--- config.mk ---
export PLATFORM = sky130hd
export DESIGN_NAME = fetch_unit
export DESIGN_NICKNAME = d
export VERILOG_FILES = /design/src/rtl/fetch_unit.sv
export SDC_FILE = /design/constraint.sdc
export NUM_CORES = 1
export LEC_CHECK = 0
export ABC_CLOCK_PERIOD_IN_PS = 3400
export BUFFER_PORTS_ARGS = -buffer_cell sky130_fd_sc_hd__buf_2
export CAP_MARGIN = 40
export CORE_MARGIN = 10
export CORE_UTILIZATION = 53
export DETAILED_ROUTE_END_ITERATION = 6
export PLACE_DENSITY = 0.88
export SETUP_SLACK_MARGIN = 0.4
export SLEW_MARGIN = 15
export SYNTH_ARGS = -nofsm -noshare
export SYNTH_HDL_FRONTEND = slang
export SYNTH_SLANG_ARGS = --single-unit
--- constraint.sdc ---
create_clock -name clk -period 3.4 [get_ports clk]
set_input_delay 0.17 -clock clk [delete_from_list [all_inputs] [get_ports clk]]
set_output_delay 0.17 -clock clk [all_outputs]
set_load 0.05 [all_outputs]
--- src/rtl/fetch_unit.sv ---
// Instruction fetch stage: owns the PC, registers each fetched word into a
// one-entry valid/ready output stage, and handles execute redirects and end-of-image.
module fetch_unit #(
   parameter int unsigned MEM_BYTES = 32,
   parameter int unsigned RESET_PC  = 0
) (
   input  logic        clk,
   input  logic        reset,
   output logic [31:0] pc,
   input  logic [31:0] instr_in,
   input  logic        redirect_valid,
   input  logic [31:0] redirect_pc,
   output logic        if_valid,
   input  logic        if_ready,
   output logic [31:0] if_instr,
   output logic [31:0] if_pc,
   output logic        done,
   output logic        misaligned_err
);

   localparam logic [31:0] MEM_LIMIT  = 32'(MEM_BYTES);
   localparam logic [31:0] LAST_PC    = 32'(MEM_BYTES - 4);
   localparam logic [31:0] RESET_ADDR = 32'(RESET_PC);

   typedef enum logic [1:0] {
      S_RUN = 2'd0,
      S_END = 2'd1,
      S_ERR = 2'd2
   } state_t;

   state_t      state;
   state_t      state_nxt;
   logic [31:0] pc_nxt;
   logic [31:0] if_instr_nxt;
   logic [31:0] if_pc_nxt;
   logic        if_valid_nxt;
   logic        done_nxt;
   logic        err_nxt;
   logic        accept_c;
   logic        target_ok_c;

   // Output stage can take a new word when empty or being drained this cycle
   assign accept_c    = !if_valid || if_ready;
   assign target_ok_c = (redirect_pc[1:0] == 2'b00) && (redirect_pc < MEM_LIMIT);

   // Next-state and next-output logic
   always_comb begin
      state_nxt    = state;
      pc_nxt       = pc;
      if_instr_nxt = if_instr;
      if_pc_nxt    = if_pc;
      if_valid_nxt = if_valid;
      err_nxt      = misaligned_err;
      // done lags state/if_valid by one register stage
      done_nxt     = (state == S_END) && !if_valid;

      unique case (state)
         S_RUN, S_END: begin
            if (redirect_valid) begin
               // Redirect flushes the stage and takes priority over fetch
               if_valid_nxt = 1'b0;
               if (target_ok_c) begin
                  pc_nxt    = redirect_pc;
                  state_nxt = S_RUN;
               end else begin
                  err_nxt   = 1'b1;
                  state_nxt = S_ERR;
               end
            end else if (accept_c) begin
               if (state == S_RUN) begin
                  if_instr_nxt = instr_in;
                  if_pc_nxt    = pc;
                  if_valid_nxt = 1'b1;
                  if (pc == LAST_PC) begin
                     state_nxt = S_END;
                  end else begin
                     pc_nxt = pc + 32'd4;
                  end
               end else begin
                  if_valid_nxt = 1'b0;
               end
            end
         end
         S_ERR: begin
            if (accept_c) begin
               if_valid_nxt = 1'b0;
            end
         end
         default: begin
            state_nxt = S_ERR;
         end
      endcase
   end

   // State and output registers
   always_ff @(posedge clk) begin
      if (reset) begin
         state          <= S_RUN;
         pc             <= RESET_ADDR;
         if_valid       <= 1'b0;
         if_instr       <= 32'd0;
         if_pc          <= 32'd0;
         done           <= 1'b0;
         misaligned_err <= 1'b0;
      end else begin
         state          <= state_nxt;
         pc             <= pc_nxt;
         if_valid       <= if_valid_nxt;
         if_instr       <= if_instr_nxt;
         if_pc          <= if_pc_nxt;
         done           <= done_nxt;
         misaligned_err <= err_nxt;
      end
   end

endmodule
==> impl_metrics.xml <==
<?xml version="1.0" encoding="UTF-8"?>
<metrics>
  <group name="status">
    <metric name="run_status" unit="">complete, no violations</metric>
  </group>
  <group name="drt">
    <metric name="drt_iter0_drc" unit="">585</metric>
    <metric name="drt_pass1_iterations" unit="">5</metric>
    <metric name="postRouteAntennaNets" unit="">0</metric>
    <metric name="drcViolationCount" unit="">0</metric>
    <metric name="drt-wirelength-per-cell" unit="µm">18.50</metric>
    <metric name="vias" unit="">4961</metric>
    <metric name="detail_route.vias_per_cell" unit="">6.013</metric>
    <metric name="wl" unit="µm">15260</metric>
  </group>
  <group name="power_and_ir_drop">
    <metric name="peak_supply_drop" unit="V">0.0002638</metric>
    <metric name="power_leakage" unit="nW">2.311</metric>
    <metric name="power-per-cell-area" unit="nW/µm²">458.8</metric>
  </group>
  <group name="final_layout">
    <metric name="area_delta_synth_final" unit="%">22.63</metric>
    <metric name="seqCellArea" unit="µm²">2022</metric>
    <metric name="finish.cell_count_without_fillers" unit="">825</metric>
    <metric name="filler_cell_count" unit="">728</metric>
    <metric name="multiInputGateArea" unit="µm²">2246</metric>
    <metric name="finish.net_count" unit="">784</metric>
    <metric name="layout-drive-gt1-share" unit="%">28.33</metric>
    <metric name="antenna_cells" unit="">0</metric>
  </group>
  <group name="synthesis">
    <metric name="synth-edff-count" unit="">0</metric>
    <metric name="post-synth-top-area-cell" unit="">sky130_fd_sc_hd__dfxtp_1</metric>
    <metric name="post_synth_main_area_contributors" unit="">sky130_fd_sc_hd__dfxtp_1 (45%), sky130_fd_sc_hd__nand2_1 (12%), sky130_fd_sc_hd__a21oi_1 (9.2%)</metric>
    <metric name="synth_mux_area_share" unit="%">0.6623</metric>
    <metric name="postSynthNetCount" unit="">650</metric>
    <metric name="synth_area" unit="µm²">4534</metric>
    <metric name="ys_async_sr_fraction" unit="%">0</metric>
    <metric name="post_synth_most_frequent_cells" unit="">sky130_fd_sc_hd__nand2_1 (148), sky130_fd_sc_hd__dfxtp_1 (101), sky130_fd_sc_hd__a21oi_1 (83)</metric>
    <metric name="seq_area_frac_synth" unit="%">44.59</metric>
    <metric name="synth_simple_gate_area_share" unit="%">25.83</metric>
    <metric name="netlist.area_leader.share" unit="%">44.59</metric>
    <metric name="post_synth_num_cell_types" unit="">56</metric>
    <metric name="yosys_most_used_dff" unit="">sky130_fd_sc_hd__dfxtp_1</metric>
    <metric name="post_synth_xor_area_fraction" unit="%">0</metric>
    <metric name="yosys_warnings" unit="">0</metric>
    <metric name="synth-adder-area-share" unit="%">0.2759</metric>
    <metric name="synth.avg_cell_area" unit="µm²">7.804</metric>
    <metric name="post-synth-top-count-cell" unit="">sky130_fd_sc_hd__nand2_1</metric>
    <metric name="synth_top_family_by_area" unit="">simple AND/OR/NAND/NOR gates</metric>
    <metric name="post_synth_inst_count" unit="">581</metric>
    <metric name="synth.ff_latch_count" unit="">101</metric>
    <metric name="synth-compound-area-share" unit="%">22.68</metric>
  </group>
  <group name="clock_network">
    <metric name="htreeDepth" unit="">3</metric>
    <metric name="postCtsSetupBuffers" unit="">0</metric>
    <metric name="worstSkewPairLatency" unit="ps">370</metric>
    <metric name="cts.hold.buffers_added" unit="">0</metric>
    <metric name="tritoncts" unit="">yes</metric>
    <metric name="ctsLongestPathBuffers" unit="">2</metric>
    <metric name="clkSinkCount" unit="">101</metric>
    <metric name="cts_resizes" unit="">0</metric>
    <metric name="ctsRootBufferMaster" unit="">sky130_fd_sc_hd__clkbuf_8</metric>
    <metric name="cts.clk_slew.worst_paths" unit="ps">100</metric>
    <metric name="tritoncts.num_buffers" unit="">9</metric>
  </group>
  <group name="critical_path">
    <metric name="cp.required" unit="ps">3670</metric>
    <metric name="timing.critical_path.arrival" unit="ps">2670</metric>
    <metric name="standard_cell_with_the_maximum_stage_delay_on_the_critical_path" unit="">sky130_fd_sc_hd__dfxtp_1</metric>
    <metric name="worstPathCellList" unit="">ha_1, nor4b_1, nand4_1, o21ai_1, nand2_1, a221oi_1</metric>
    <metric name="worstSetupStartpointType" unit="">flip-flop</metric>
    <metric name="setup.worst_path.end_class" unit="">flip-flop</metric>
    <metric name="highest_fanout_seen_on_the_critical_path" unit="">12</metric>
    <metric name="timing_worst_setup_path_type" unit="">reg2reg</metric>
    <metric name="timing.critical_path.slowest_cell_delay" unit="ps">490</metric>
  </group>
  <group name="sta">
    <metric name="fmax" unit="MHz">416.4</metric>
    <metric name="fin_crit" unit="ps">2402</metric>
    <metric name="worst_slew_margin" unit="%">48.43</metric>
    <metric name="final-max-slew-violation-count" unit="">0</metric>
    <metric name="final_hold_viol_count" unit="">0</metric>
    <metric name="setup_total_negative_slack" unit="ps">0</metric>
    <metric name="timing.final.ws_setup" unit="ps">998.3</metric>
    <metric name="rsz_0062_raised_after_global_routing" unit="">false</metric>
    <metric name="post-route-period-util" unit="%">70.64</metric>
    <metric name="tightest_slew" unit="ps">770.8</metric>
    <metric name="final-setup-viol-count" unit="">0</metric>
    <metric name="clock_skew" unit="ps">8.403</metric>
  </group>
  <group name="die">
    <metric name="die-width" unit="µm">112.5</metric>
    <metric name="coreArea" unit="µm²">8258</metric>
    <metric name="initial_utilization" unit="%">54.91</metric>
    <metric name="die_y" unit="µm">112.5</metric>
    <metric name="num_io_pins" unit="">167</metric>
    <metric name="die-area" unit="µm²">12660</metric>
    <metric name="cell_row_count" unit="">33</metric>
  </group>
  <group name="hold_path">
    <metric name="hold_path_class" unit="">in2reg</metric>
  </group>
  <group name="placement">
    <metric name="portBuffers" unit="">166</metric>
    <metric name="final_hpwl_dp" unit="µm">10860</metric>
    <metric name="dp_worst_setup_slack" unit="ps">961.5</metric>
    <metric name="place_congestion" unit="">0.8970</metric>
    <metric name="dp_cells" unit="">809</metric>
  </group>
  <group name="grt">
    <metric name="grt_pass1_vias" unit="">4666</metric>
    <metric name="grt_antenna_before_repair" unit="">0</metric>
    <metric name="busiest_layer" unit="">met2</metric>
    <metric name="grt_max_degree" unit="">70</metric>
    <metric name="groute.layer.met2.usage" unit="%">35.77</metric>
    <metric name="globalRouteMet1Util" unit="%">29.07</metric>
    <metric name="grtUsageMet3" unit="%">4.579</metric>
    <metric name="global_route.usage.total" unit="%">22.35</metric>
    <metric name="overflow" unit="">0</metric>
    <metric name="grt_first_pass_wirelength" unit="µm">23890</metric>
  </group>
  <group name="run">
    <metric name="cap_viol_max_count" unit="">0</metric>
  </group>
</metrics>
[cell usage in the layout (no fill, tap or decap), types with 5 or more instances in the layout]
cell,synthesis,layout
sky130_fd_sc_hd__a22oi_1,8,8
sky130_fd_sc_hd__a31oi_1,7,7
sky130_fd_sc_hd__buf_2,7,166
sky130_fd_sc_hd__nor3_1,10,10
sky130_fd_sc_hd__a311oi_1,5,5
sky130_fd_sc_hd__a21oi_1,83,83
sky130_fd_sc_hd__nor2_1,24,24
sky130_fd_sc_hd__clkbuf_8,0,10
sky130_fd_sc_hd__inv_1,13,13
sky130_fd_sc_hd__buf_4,0,9
sky130_fd_sc_hd__nand3_1,11,11
sky130_fd_sc_hd__dfxtp_1,101,101
sky130_fd_sc_hd__o22ai_1,6,6
sky130_fd_sc_hd__o32ai_1,12,12
sky130_fd_sc_hd__nand4_1,15,15
sky130_fd_sc_hd__nor4_1,14,14
sky130_fd_sc_hd__nand2_1,148,147
sky130_fd_sc_hd__o21ai_0,6,5
[kinds of logic (layout without fill, tap and decap cells)]
group           after synthesis  count (layout)
compound gates              160             160
fa+ha+maj                     1               1
buf+inv                      65             204
flops                       101             101
mux                           3               3
simple gates                251             251
[worst paths after layout]
path                    startpoint                   endpoint  slack [ps]  cells after the start
max             pc[2]$_SDFFE_PP0P_         pc[9]$_SDFFE_PP0P_        1000                      6
min                   instr_in[27]  if_instr[27]$_SDFFE_PP0P_          20                      3
max reg2reg     pc[2]$_SDFFE_PP0P_         pc[9]$_SDFFE_PP0P_        1000                      6
min reg2reg  if_pc[0]$_SDFFE_PP0P_      if_pc[0]$_SDFFE_PP0P_         460                      2
[critical path: cells and delay by family, from the launching register on]
| kind | cells | cell delay, ps |
|---|---|---|
| flops | 1 | 490 |
| fa+ha+maj | 1 | 330 |
| simple gates | 3 | 860 |
| compound gates | 2 | 610 |
[area by class of cell]
class,count,share of cell area (%)
clock buffers,10,2.475
clock inverters,6,1.373
inverters,13,0.8776
multi-input cells,415,40.39
flip-flops and latches,101,36.36
well taps,105,2.363
repair buffers,175,16.16
[sequential cells by signal, indices dropped and copies added, names as in the netlist]
name	cells
if_instr	32
if_pc	32
pc	32
state	2
done	1
if_valid	1
misaligned_err	1
[through the flow]
stage                     hold WS (ps)  utilization (%)  area (µm²)  total power [mW]
after detailed placement         417.9            64.74        5346             1.756
after global routing             10.54            67.33        5560             2.646
after global placement           409.4            64.74        5346             1.746
after floorplan                  306.0                -        4534             1.615
after CTS                        18.89            67.33        5560             2.549
final                            23.49            67.33        5560             2.551
[metal layers]
metal | routed length (µm) | part of all wire [%] | up-vias
li1 | - | - | 2347
met1 | 6429 | 42 | 2334
met2 | 7337 | 48 | 255
met3 | 1229 | 8.1 | 25
met4 | 264 | 1.7 | 0
met5 | 0 | 0 | -
[report_power, final]
group / leakage (nW) / internal (mW) / switching, mW
Sequential: 0.822 / 1.23 / 0.0518
Clock: 0.109 / 0.374 / 0.445
Combinational: 1.38 / 0.122 / 0.330
Total: 2.31 / 1.72 / 0.827
(Power assumes the default switching activity.)
